[src/rtl/cipher_cfg_pkg.sv]
`default_nettype none
// ============================================================================
// Module  : cipher_cfg_pkg
// Purpose : Shared widths, configuration-word field offsets and FSM states
//           for the cipher configuration chain loader.
// Rev     : 1.0
// ============================================================================
package cipher_cfg_pkg;

  localparam int CFG_W     = 131;
  localparam int LFSR_W    = 64;
  localparam int IDX_W     = 8;

  localparam int K_MUX_BIT = 130;
  localparam int A_MUX_BIT = 129;
  localparam int D_EN_BIT  = 128;
  localparam int TAPS_LSB  = 64;
  localparam int SEED_LSB  = 0;

  typedef enum logic [1:0] {
    ST_IDLE  = 2'd0,
    ST_SHIFT = 2'd1,
    ST_DONE  = 2'd2
  } state_t;

endpackage : cipher_cfg_pkg
`default_nettype wire

[src/rtl/cfg_bit_counter.sv]
`default_nettype none
// ============================================================================
// Module  : cfg_bit_counter
// Purpose : Shift index for the configuration loader; saturates at LAST and
//           flags the terminal count.
// Rev     : 1.0
// ============================================================================
module cfg_bit_counter #(
  parameter int IDX_W = 8,
  parameter int LAST  = 130
) (
  input  logic             clk,
  input  logic             rst,
  input  logic             i_clr,
  input  logic             i_en,
  output logic [IDX_W-1:0] o_idx,
  output logic             o_last
);

  localparam logic [IDX_W-1:0] C_LAST = IDX_W'(LAST);

  logic [IDX_W-1:0] r_idx;

  always_ff @(posedge clk) begin
    if (rst || i_clr) begin
      r_idx <= '0;
    end else if (i_en && (r_idx != C_LAST)) begin
      r_idx <= r_idx + 1'b1;
    end
  end

  assign o_idx  = r_idx;
  assign o_last = (r_idx == C_LAST);

endmodule : cfg_bit_counter
`default_nettype wire

[src/rtl/cipher_cfg_loader.sv]
`default_nettype none
// ============================================================================
// Module  : cipher_cfg_loader
// Purpose : Serialises {k_mux, a_mux, d_en, taps, seed} LSB first into a
//           downstream configuration chain. Optional readback of the previous
//           chain contents is enabled by macro CIPHER_CFG_READBACK_EN.
// Rev     : 1.0
// ============================================================================
module cipher_cfg_loader #(
  parameter int CFG_W  = cipher_cfg_pkg::CFG_W,
  parameter int LFSR_W = cipher_cfg_pkg::LFSR_W
) (
  input  logic              clk,
  input  logic              rst,
  input  logic              start,
  input  logic              abort,
  input  logic              k_mux,
  input  logic              a_mux,
  input  logic              d_en,
  input  logic [LFSR_W-1:0] taps,
  input  logic [LFSR_W-1:0] seed,
  output logic              cfg_en,
  output logic              cfg_o,
  input  logic              cfg_i,
`ifdef CIPHER_CFG_READBACK_EN
  output logic [CFG_W-1:0]  rb_word,
  output logic              rb_valid,
`endif
  output logic              busy,
  output logic              done
);

  import cipher_cfg_pkg::*;

  state_t             r_state;
  state_t             w_state_nxt;
  logic [CFG_W-1:0]   r_word;
  logic [CFG_W-1:0]   w_word;
  logic [IDX_W-1:0]   w_idx;
  logic               w_last;
  logic               w_accept;
  logic               w_cnt_en;
  logic               w_shift;
  logic               w_done;

  always_comb begin
    w_word                          = '0;
    w_word[SEED_LSB +: LFSR_W]      = seed;
    w_word[TAPS_LSB +: LFSR_W]      = taps;
    w_word[D_EN_BIT]                = d_en;
    w_word[A_MUX_BIT]               = a_mux;
    w_word[K_MUX_BIT]               = k_mux;
  end

  cfg_bit_counter #(
    .IDX_W (IDX_W),
    .LAST  (CFG_W - 1)
  ) u_cnt (
    .clk    (clk),
    .rst    (rst),
    .i_clr  (w_accept),
    .i_en   (w_cnt_en),
    .o_idx  (w_idx),
    .o_last (w_last)
  );

  always_ff @(posedge clk) begin
    if (rst) begin
      r_state <= ST_IDLE;
      r_word  <= '0;
    end else begin
      r_state <= w_state_nxt;
      if (w_accept) begin
        r_word <= w_word;
      end
    end
  end

  // Abort is tested before the terminal count so it wins at the last bit.
  always_comb begin
    w_state_nxt = r_state;
    w_accept    = 1'b0;
    w_cnt_en    = 1'b0;
    w_shift     = 1'b0;
    w_done      = 1'b0;
    case (r_state)
      ST_IDLE: begin
        if (start) begin
          w_state_nxt = ST_SHIFT;
          w_accept    = 1'b1;
        end
      end
      ST_SHIFT: begin
        w_shift = 1'b1;
        if (abort) begin
          w_state_nxt = ST_IDLE;
        end else if (w_last) begin
          w_state_nxt = ST_DONE;
        end else begin
          w_cnt_en = 1'b1;
        end
      end
      ST_DONE: begin
        w_done      = 1'b1;
        w_state_nxt = ST_IDLE;
      end
      default: begin
        w_state_nxt = ST_IDLE;
      end
    endcase
  end

  assign cfg_en = w_shift;
  assign busy   = w_shift;
  assign done   = w_done;
  assign cfg_o  = w_shift ? r_word[w_idx] : 1'b0;

`ifdef CIPHER_CFG_READBACK_EN
  logic [CFG_W-1:0] r_rb_word;

  // Chain tail enters at the top, so after a full load bit 0 holds old chain bit 0.
  always_ff @(posedge clk) begin
    if (rst) begin
      r_rb_word <= '0;
    end else if (w_shift) begin
      r_rb_word <= {cfg_i, r_rb_word[CFG_W-1:1]};
    end
  end

  assign rb_word  = r_rb_word;
  assign rb_valid = w_done;
`else
  logic w_unused_cfg_i;
  assign w_unused_cfg_i = cfg_i;
`endif

endmodule : cipher_cfg_loader
`default_nettype wire

[config.mk]
export PLATFORM = sky130hd
export DESIGN_NAME = cipher_cfg_loader
export DESIGN_NICKNAME = d
export VERILOG_FILES = /design/src/rtl/cipher_cfg_pkg.sv /design/src/rtl/cfg_bit_counter.sv /design/src/rtl/cipher_cfg_loader.sv
export SDC_FILE = /design/constraint.sdc
export NUM_CORES = 1
export LEC_CHECK = 0
export BUFFER_PORTS_ARGS = -buffer_cell sky130_fd_sc_hd__buf_2
export CORE_ASPECT_RATIO = 1.2
export CORE_UTILIZATION = 40
export CTS_CLUSTER_SIZE = 8
export DETAILED_ROUTE_END_ITERATION = 10
export GPL_TIMING_DRIVEN = 0
export HOLD_SLACK_MARGIN = 0.06
export SYNTH_ARGS = -nofsm -noshare
export SYNTH_HDL_FRONTEND = slang
export SYNTH_SLANG_ARGS = --single-unit
[constraint.sdc]
create_clock -name clk -period 2.8 [get_ports clk]
set_clock_uncertainty 0.05 [all_clocks]
set_input_delay 0.56 -clock clk [delete_from_list [all_inputs] [get_ports clk]]
set_output_delay 0.56 -clock clk [all_outputs]
set_load 0.01 [all_outputs]
== Word level (Yosys, flattened, before mapping) ==
Index checks and enable logic that the tools add are counted.

* Reduce and logical (&&, ||, !) cells: 4
* Multiplexer cells: 14
* Add/subtract/negate cells: 1
* Equal/unequal tests: 6
* Magnitude comparators: 1

{| class="wikitable"
|+ Operators by type and width
! cell !! number
|-
| 8-bit by 9-bit less-than comparator with 1-bit output, second input constant || 1
|-
| 1-bit two-way mux || 9
|-
| 8-bit by 1-bit adder with 8-bit output, second input constant || 1
|-
| 1-bit binary-select mux with 8-bit select || 1
|-
| 8-bit equality test, second input constant || 1
|-
| 8-bit inequality test, second input constant || 1
|-
| 2-bit two-way mux || 3
|-
| 2-bit one-hot mux with 2 select lines || 1
|-
| 3-bit by 2-bit inequality test with 1-bit output, second input constant || 1
|-
| 2-bit by 1-bit equality test with 1-bit output, second input constant || 1
|-
| 2-bit equality test, second input constant || 1
|-
| 2-bit zero test || 1
|-
| 2-bit inequality test, second input constant || 1
|-
| 2-bit AND reduction || 1
|-
| 1-bit logical AND || 1
|-
| 1-bit logical OR || 1
|}

* Bits in registers: 141
* Output and inout bits: 4
* Word-level logic and storage cells: 29

== Longest topological paths before layout ==
Gate-level depths: netlist of run 1.

* Depth after elaboration: 5
* Depth in mapped cells: 9
* Gate-level depth less buffers: 6

== Hierarchy ==
Synthesis of run 1 repeated with hierarchy kept, for this count alone.

* Cells, all modules: 744
* Area total of the unflattened synthesis: 6,144.6 um^2

{| class="wikitable"
|+ Modules (own cells, without submodules)
! module !! times used !! area each (um^2) !! cells each
|-
| cipher_cfg_loader || 1 || 5,731.7 || 696
|-
| cfg_bit_counter || 1 || 412.9 || 48
|}

== Least setup slack after synthesis of run 1 ==
Ideal clock, no wire load.

* Path kind: flip-flop to output port
* Start: register u_cnt.r_idx[0], in the netlist u_cnt.o_idx[0]
* End: output cfg_o
* Path slack: 319 ps
* Required time: 2,190 ps
* Arrival: 1,871 ps
* Cell stages (with the launch flop): 7
* Buffers on the path: 1
* Cells stage by stage: dfxtp_1 -> buf_4 -> mux4_2 -> mux4_2 -> mux2i_1 -> o32a_1 -> o21ai_2

* Cells in the longest elaborated chain, start to end: 3

{| class="wikitable"
|+ RTL lines
! element !! RTL line !! source
|-
| start, declared || cfg_bit_counter.sv:22 || <nowiki>logic [IDX_W-1:0] r_idx;</nowiki>
|-
| start signal, assigned || cfg_bit_counter.sv:28 || <nowiki>r_idx <= r_idx + 1'b1;</nowiki>
|-
| 1-bit binary-select mux with 8-bit select || cipher_cfg_loader.sv:116 || <nowiki>assign cfg_o = w_shift ? r_word[w_idx] : 1'b0;</nowiki>
|-
| 1-bit two-way mux (not written as such) || cipher_cfg_loader.sv:116 ||
|-
| 1-bit two-way mux || cipher_cfg_loader.sv:116 ||
|-
| end, declared || cipher_cfg_loader.sv:23 || <nowiki>output logic cfg_o,</nowiki>
|}

No other way between the ends. The select of a mux whose other input is x is not followed.

== Final worst setup path of run 1 ==
Ends and elaborated chain as after synthesis.

==> results of run 1 <==
metal layers:
metal	vias to the layer above	track usage (%)	part of all wire (%)
met5	-	0	0
met4	0	8.30	1.2
met3	13	3.94	4.1
met2	112	37.1	51
met1	2492	26.4	44
li1	2730	-	-
what timing repair did:
item / in CTS / in global routing
pin swaps: 0 / 1
setup endpoints to repair: 1 / 1
buffers inserted: 0 / 5
gates resized for setup: 20 / 3
cloned: 0 / 1
hold buffers: 0 / 0
worst max path at each step:
stage	start	endpoint
2_1_floorplan	u_cnt.o_idx[0]$_SDFFE_PP0P_	cfg_o
3_3_place_gp	u_cnt.o_idx[1]$_SDFFE_PP0P_	cfg_o
3_5_place_dp	u_cnt.o_idx[1]$_SDFFE_PP0P_	cfg_o
4_1_cts	u_cnt.o_idx[0]$_SDFFE_PP0P_	cfg_o
5_1_grt	u_cnt.o_idx[0]$_SDFFE_PP0P_	cfg_o
6_report	u_cnt.o_idx[0]$_SDFFE_PP0P_	cfg_o
critical path, cell delays in order (launching register included):
cell,delay [ns]
dfxtp_4,0.40
buf_12,0.14
mux4_2,0.52
mux4_2,0.48
mux2i_1,0.19
o32a_1,0.22
o21ai_2,0.08
buf_2,0.14
power by group through the flow:
stage	Sequential, W	Combinational (W)	Clock [W]
2_1_floorplan	0.00220	0.000317	0
3_3_place_gp	0.00222	0.000505	0
3_5_place_dp	0.00222	0.000508	0
4_1_cts	0.00218	0.000516	0.00223
5_1_grt	0.00219	0.000578	0.00234
6_report	0.00218	0.000515	0.00220
sequential cells by signal, summed over array words and instances, names as in the netlist:
| signal | flops |
|---|---|
| u_cnt.o_idx | 8 |
| r_word | 131 |
| r_state | 2 |
final cells by class:
type	instances	area, um2	share of cell area, %
clock inverters	7	85.1	1.10
plain buffers	59	320	4.16
inverters	2	7.51	0.0974
multi-input cells	507	2960	38.4
well taps	200	250	3.25
flip-flops and latches	141	2830	36.7
clock buffers	25	495	6.43
repair buffers	143	761	9.87
cells in the final DEF (no fill, tap or decap), types with 3 or more instances in the layout:
cell type and instances:
clkbuf_16 18, mux2i_1 15, xor2_1 4, nor2_1 14
buf_1 6, mux4_2 31, clkbuf_1 43, clkinv_2 5
clkbuf_8 4, dfxtp_1 139, nand4_1 5, a21oi_1 133
buf_12 4, buf_6 3, buf_2 141, buf_4 7
nand2_1 270, nand2b_1 6
per-stage QoR:
stage	hold slack (ns)	setup TNS (ns)	setup slack, ns
after floorplan	0.382	0	0.319
after global placement	0.390	-0.153	-0.153
after detailed placement	0.394	-0.172	-0.172
after CTS	0.281	-0.422	-0.422
after global routing	0.288	-0.457	-0.457
final	0.299	-0.392	-0.392
cells by family (layout without fill, tap and decap cells):
| logic type | count (synthesis) | in the layout | share of synthesized area, % |
|---|---|---|---|
| simple gates | 307 | 307 | 20.0 |
| compound gates | 144 | 144 | 12.7 |
| flops | 141 | 141 | 46.6 |
| buf+inv | 61 | 236 | 4.42 |
| mux | 48 | 48 | 15.0 |
| xor+xnor | 6 | 6 | 0.867 |
| fa+ha+maj | 2 | 2 | 0.413 |
==> flow_summary.toml, run 1 <==
[power_and_ir_drop]
p_seq_share_pct = 44.5
cell_internal_pwr_w = 0.00375
clockPowerShare_pct = 45.0
power_density_nw_per_um2 = 635
p_switching_w = 0.00114
p_leak_nw = 3.04
p_sw_share_pct = 23.3
max-vdd-ir-drop_mv = 0.414
finalPower_w = 0.00489
combPwrFrac_pct = 10.5

[synthesis]
ys_seq_area_share_pct = 46.6
yosysWarnings = 0
synth.most_common_cell = "nand2_1"
ys_ff_latch = 141
synth_top_cells_by_count = "nand2_1, dfxtp_1, a21oi_1"
syn_inst = 709
synth-main-ff-cell = "dfxtp_1"
syn_area_per_cell_um2 = 8.55
synth_area_leader_cell = "dfxtp_1"
syn-cell-area_um2 = 6060
synthDistinctLibCells = 39
synthArstFlopShare_pct = 0
syn-num-nets = 847
synth_top_cell_area_share_pct = 46.6
synth_area_leaders = "dfxtp_1, nand2_1, a21oi_1"
synth_edf_count = 0

[routing]
wl_mm = 15.7
dr.pass1.iters = 4
ant_nets = 0
viasPerCell = 4.93
post_drt_wl_per_cell_um = 14.5
drc = 0
vias = 5347
drt_iter0_markers = 253

[global_route]
antenna_found_initial = 0
grt_pass1_wl_mm = 25.2
grt_pass1_vias = 5143
grt_overflow = 0
grt_max_degree = 17
track_usage_pct = 21.4

[worst_setup_path]
r2r-end = "u_cnt.o_idx[7]$_SDFFE_PP0P_"
r2r-start = "u_cnt.o_idx[0]$_SDFFE_PP0P_"
cp_max_fo = 5
reg2reg_slack_ns = 0.48
worstPathArrival_ns = 2.58
critPathKind = "reg2out"
start_kind = "flop"
r2r_cells = 8
crit_path_end_kind = "output pin"
cp_data_required_time_ns = 2.19

[floorplan]
die_w_um = 114
initial_core_util_pct = 41.5
die_h_um = 137
ios = 140
core-area_um2 = 14600
num_rows = 48
die-area_um2 = 15700

[cts]
cts_sinks = 141
htreeDepth = 4
numCtsBuffers = 17
cts_buffer_depth = 2
cts_tree = "built"
cts-root-buf = "clkbuf_16"
cts.reportedPaths.clkPinSlew_ns = 0.05
clock_latency_ns = 0.42

[placed_design]
post-place-cells = 1046
placed_area_um2 = 7000
io_buffers = 137
hpwl_mm = 11.4
gp_congestion = 0.813

[run]
drv_cap = 0

[final_layout]
final_nets = 1009
utilization_pct = 52.8
fin_cells = 1084
final_area_um2 = 7710
drive_gt1_share_pct = 25.2
syn_to_final_growth_pct = 27.1
antennaDiodeCount = 0
fill_cells = 1455

[sta]
rsz0062_at_grt = "true"
drv_slew = 0
finalWorstSetupSlack_ns = -0.392
worst_pin_slew_ns = 0.716
hold_viol_final = 0
setup_viol = 1
fin_crit_sh_pct = 114
slew_headroom_pct = 52.3
layout_min_cycle_time_ns = 3.19
clock.fmax_ghz = 0.313

[worst_hold_path]
hold_path_end = "r_state[1]$_SDFFE_PP0P_"
whs_path_depth = 2
hp-class = "in2reg"
hold_start = "abort"

[run_status]
violations = "negative setup slack"
status = "finished, violations left"
(Power assumes the default switching activity.)
==> run 2: changes to the inputs <==
Settings changed: CORE_MARGIN set to 4.
==> flow_summary.toml, run 2 (synthesis gave the netlist of run 1 again) <==
[sta]
slew_headroom_pct = 49.5
fin_crit_sh_pct = 111
drv_slew = 0
setup_tns_ns = -0.312
finalWorstSetupSlack_ns = -0.312
clock.fmax_ghz = 0.321
hold_viol_final = 0
setup_viol = 1
layout_min_cycle_time_ns = 3.11
worst_pin_slew_ns = 0.758
rsz0062_at_grt = "true"

[global_route]
grt_pass1_vias = 5133
antenna_found_initial = 0
track_usage_pct = 19.1
grt_overflow = 0
grt_max_degree = 17
grt_pass1_wl_mm = 25.4

[floorplan]
ios = 140
num_rows = 49
die-area_um2 = 17200
initial_core_util_pct = 40.5
die_w_um = 120
core-area_um2 = 15000
die_h_um = 143

[cts]
cts_sinks = 141
cts.reportedPaths.clkPinSlew_ns = 0.06
htreeDepth = 4
cts_buffer_depth = 2
numCtsBuffers = 17
cts_tree = "built"
cts_hold_buf = 0
cts-root-buf = "clkbuf_16"
clock_latency_ns = 0.42

[final_layout]
largest_reg_flops = 131
fin_cells = 1086
final_common_cell = "nand2_1"
syn_to_final_growth_pct = 27.2
final_area_um2 = 7710
antennaDiodeCount = 0
final_nets = 1008
drive_gt1_share_pct = 25.3
largest-register = "r_word"
final_cell_mix = "nand2_1, buf_2, dfxtp_1"

[placed_design]
hpwl_mm = 11.7
placed_area_um2 = 7000
post-place-ws_ns = -0.150
post-place-cells = 1050
io_buffers = 137
gp_congestion = 0.749

[routing]
viasPerCell = 4.93
drt_iter0_markers = 290
post_drt_wl_per_cell_um = 15.0
vias = 5349
wl_mm = 16.3
ant_nets = 0
drc = 0
dr.pass1.iters = 4

[worst_hold_path]
hp-class = "in2reg"
whs_path_depth = 2

[power_and_ir_drop]
p_leak_nw = 3.03
max-vdd-ir-drop_mv = 0.387
power_density_nw_per_um2 = 639

[worst_setup_path]
start_kind = "flop"
cp_data_required_time_ns = 2.19
worstPathArrival_ns = 2.50
critPathKind = "reg2out"
r2r_cells = 8
cp_max_fo = 7
crit_path_end_kind = "output pin"

[run_status]
violations = "negative setup slack"
status = "finished, violations left"

[run]
drv_cap = 0
==> run 2: cell types whose count changed in the layout (fill, tap and decap cells not counted) <==
cell,delta
buf_6,+4
buf_4,-2
clkinv_2,-2
buf_2,-1
buf_8,-1
clkbuf_1,-1
clkbuf_16,-1
clkbuf_8,+1
clkinvlp_4,+1
mux2i_1,-1
mux2i_2,+1
==> run 2: timing repair <==
item / in CTS / in global routing
setup endpoints to repair: 1 / 1
buffers inserted: 5 / 0
gates cloned: 0 / 0
pin swaps: 3 / 2
resized for setup: 21 / 6
==> run 2: final timing paths <==
kind                                from                     endpoint  slack (ns)
max reg2reg  u_cnt.o_idx[0]$_SDFFE_PP0P_  u_cnt.o_idx[7]$_SDFFE_PP0P_        0.44
min reg2reg     r_word[124]$_SDFFE_PP0P_     r_word[124]$_SDFFE_PP0P_        0.40
min                                abort      r_state[1]$_SDFFE_PP0P_        0.26
max          u_cnt.o_idx[0]$_SDFFE_PP0P_                        cfg_o       -0.31
==> run 2: routing by layer <==
layer,part of all wire [%],vias to the layer above,GRT usage (%)
met5,0,-,0
met4,1.7,0,6.92
met3,5.0,20,4.40
met2,48,150,32.2
met1,45,2461,24.0
li1,-,2718,-
==> run 2: per-stage QoR <==
step                      hold slack [ns]  power [W]  utilization (%)
after floorplan                     0.382    0.00252                -
after global placement              0.389    0.00272             46.8
after detailed placement            0.393    0.00273             46.8
after CTS                           0.247    0.00497             51.4
after global routing                0.256    0.00513             51.5
final                               0.263    0.00493             51.5
==> run 2: area by class of cell <==
class	count	area [um2]
clock inverter	6	82.6
fill	1498	7250
clock buffer	25	505
sequential	141	2830
buffer	59	320
multi-input combinational	507	2960
timing repair buffer	142	746
inverter	2	7.51
tap	204	255
==> run 2: critical path, cell delays in order (launching register included) <==
cell and delay (ns):
dfxtp_4 0.38, buf_12 0.14, mux4_2 0.51, mux4_2 0.48, mux2i_1 0.17, o32a_1 0.21
o21ai_2 0.06, buf_6 0.12
==> run 2: report_power, final <==
group	total, W	switching, W	leakage (nW)	internal (W)
Clock	0.00223	0.000815	0.289	0.00142
Combinational	0.000519	0.000285	1.58	0.000233
Sequential	0.00218	0.0000542	1.16	0.00212
Total	0.00493	0.00115	3.03	0.00377
==> run 3: changes to the inputs <==
Settings changed: RECOVER_POWER set to 25.
Clock period 2.8 ns to 2.6 ns, I/O delays scaled along.
==> flow_summary.toml, run 3 (synthesis gave the netlist of run 1 again) <==
[floorplan]
ios = 140
die_h_um = 143
die-area_um2 = 17200
die_w_um = 120
core-area_um2 = 15000
initial_core_util_pct = 40.5
num_rows = 49

[routing]
ant_nets = 0
wl_mm = 16.3
post_drt_wl_per_cell_um = 15.0
viasPerCell = 4.93
vias = 5354
dr.pass1.iters = 4
drc = 0
drt_iter0_markers = 266

[run_status]
violations = "negative setup slack"
status = "finished, violations left"

[worst_setup_path]
path_cells = "buf_12, mux4_2, mux4_2, mux2i_1, o32a_1, o21ai_2, buf_6"
worstPathArrival_ns = 2.50
start_kind = "flop"
cp_common_cell = "mux4_2"
r2r_cells = 8
cp_slowest_stage_delay_ns = 0.51
cp_max_fo = 7
cp_data_required_time_ns = 2.03
crit_slowest_cell = "mux4_2"
crit_path_end_kind = "output pin"
critPathKind = "reg2out"

[placed_design]
io_buffers = 137
post-place-ws_ns = -0.310
gp_congestion = 0.749
hpwl_mm = 11.7

[final_layout]
syn_to_final_growth_pct = 27.1
drive_gt1_share_pct = 25.1
antennaDiodeCount = 0
final_common_cell = "nand2_1"
fill_cells = 1500
utilization_pct = 51.5
final_cell_mix = "nand2_1, dfxtp_1, buf_2"
largest_reg_flops = 131
largest-register = "r_word"
final_nets = 1008

[sta]
layout_min_cycle_time_ns = 3.07
rsz0062_at_grt = "true"
setup_tns_ns = -0.468
hold_ws_ns = 0.224
fin_crit_sh_pct = 118
clock.fmax_ghz = 0.326
finalWorstSetupSlack_ns = -0.468
hold_viol_final = 0
worst_pin_slew_ns = 0.753
drv_slew = 0
slew_headroom_pct = 49.8
setup_viol = 1

[power_and_ir_drop]
max-vdd-ir-drop_mv = 0.415
p_leak_nw = 3.02
finalPower_w = 0.00531
power_density_nw_per_um2 = 688

[cts]
cts_tree = "built"
cts-root-buf = "clkbuf_16"
htreeDepth = 4
numCtsBuffers = 17
cts_sinks = 141
clock_latency_ns = 0.42
cts_buffer_depth = 2
cts.reportedPaths.clkPinSlew_ns = 0.06

[worst_hold_path]
hp-class = "in2reg"
whs_path_depth = 2

[run]
drv_cap = 0

[global_route]
grt_max_degree = 17
grt_overflow = 0
grt_pass1_vias = 5133
antenna_found_initial = 0
track_usage_pct = 19.1
grt_pass1_wl_mm = 25.4
## run 3: layout make-up
type | instances | area [um2] | area share, %
Multi-Input combinational cell | 507 | 2960 | 38.5
Sequential cell | 141 | 2830 | 36.7
Timing Repair Buffer | 142 | 743 | 9.64
Clock buffer | 25 | 505 | 6.56
Buffer | 59 | 320 | 4.16
Tap cell | 204 | 255 | 3.31
Clock inverter | 6 | 82.6 | 1.07
Inverter | 2 | 7.51 | 0.0974
## run 3: worst max-delay path, delay by kind of cell (launching register included)
kind,cells,cell delay [ns]
DFF,1,0.38
buffers and inverters,2,0.26
muxes,3,1.16
AOI/OAI and AO/OA,2,0.27
## run 3: final timing paths
| path | from | end | slack [ns] |
|---|---|---|---|
| min reg2reg | r_word[124]$_SDFFE_PP0P_ | r_word[124]$_SDFFE_PP0P_ | 0.40 |
| max reg2reg | u_cnt.o_idx[0]$_SDFFE_PP0P_ | u_cnt.o_idx[7]$_SDFFE_PP0P_ | 0.23 |
| min | abort | r_state[1]$_SDFFE_PP0P_ | 0.22 |
| max | u_cnt.o_idx[0]$_SDFFE_PP0P_ | cfg_o | -0.47 |
## run 3: repair_timing
action	CTS	global route
pin swaps	3	2
endpoints found under the setup margin	1	1
resized for setup	21	6
endpoints found under the hold margin	0	0
hold buffers	0	0
buffers inserted	5	0
## run 3: metrics by stage
step	cells	instance area (um2)
floorplan	709	6060
global placement	1050	7000
detailed placement	1050	7000
CTS	1086	7690
global route	1086	7710
finish	1086	7710
## run 3: routing by layer
| metal | track usage, % | vias to the layer above | wire [um] |
|---|---|---|---|
| li1 | - | 2717 | - |
| met1 | 24.0 | 2466 | 7360 |
| met2 | 32.2 | 151 | 7830 |
| met4 | 6.92 | 0 | 274 |
| met5 | 0 | - | 0 |
| met3 | 4.40 | 20 | 811 |
## run 3: where the power goes
part           internal, W  switching (W)
sequential         0.00229      0.0000586
combinational     0.000251       0.000307
clock              0.00153       0.000875
total              0.00406        0.00124
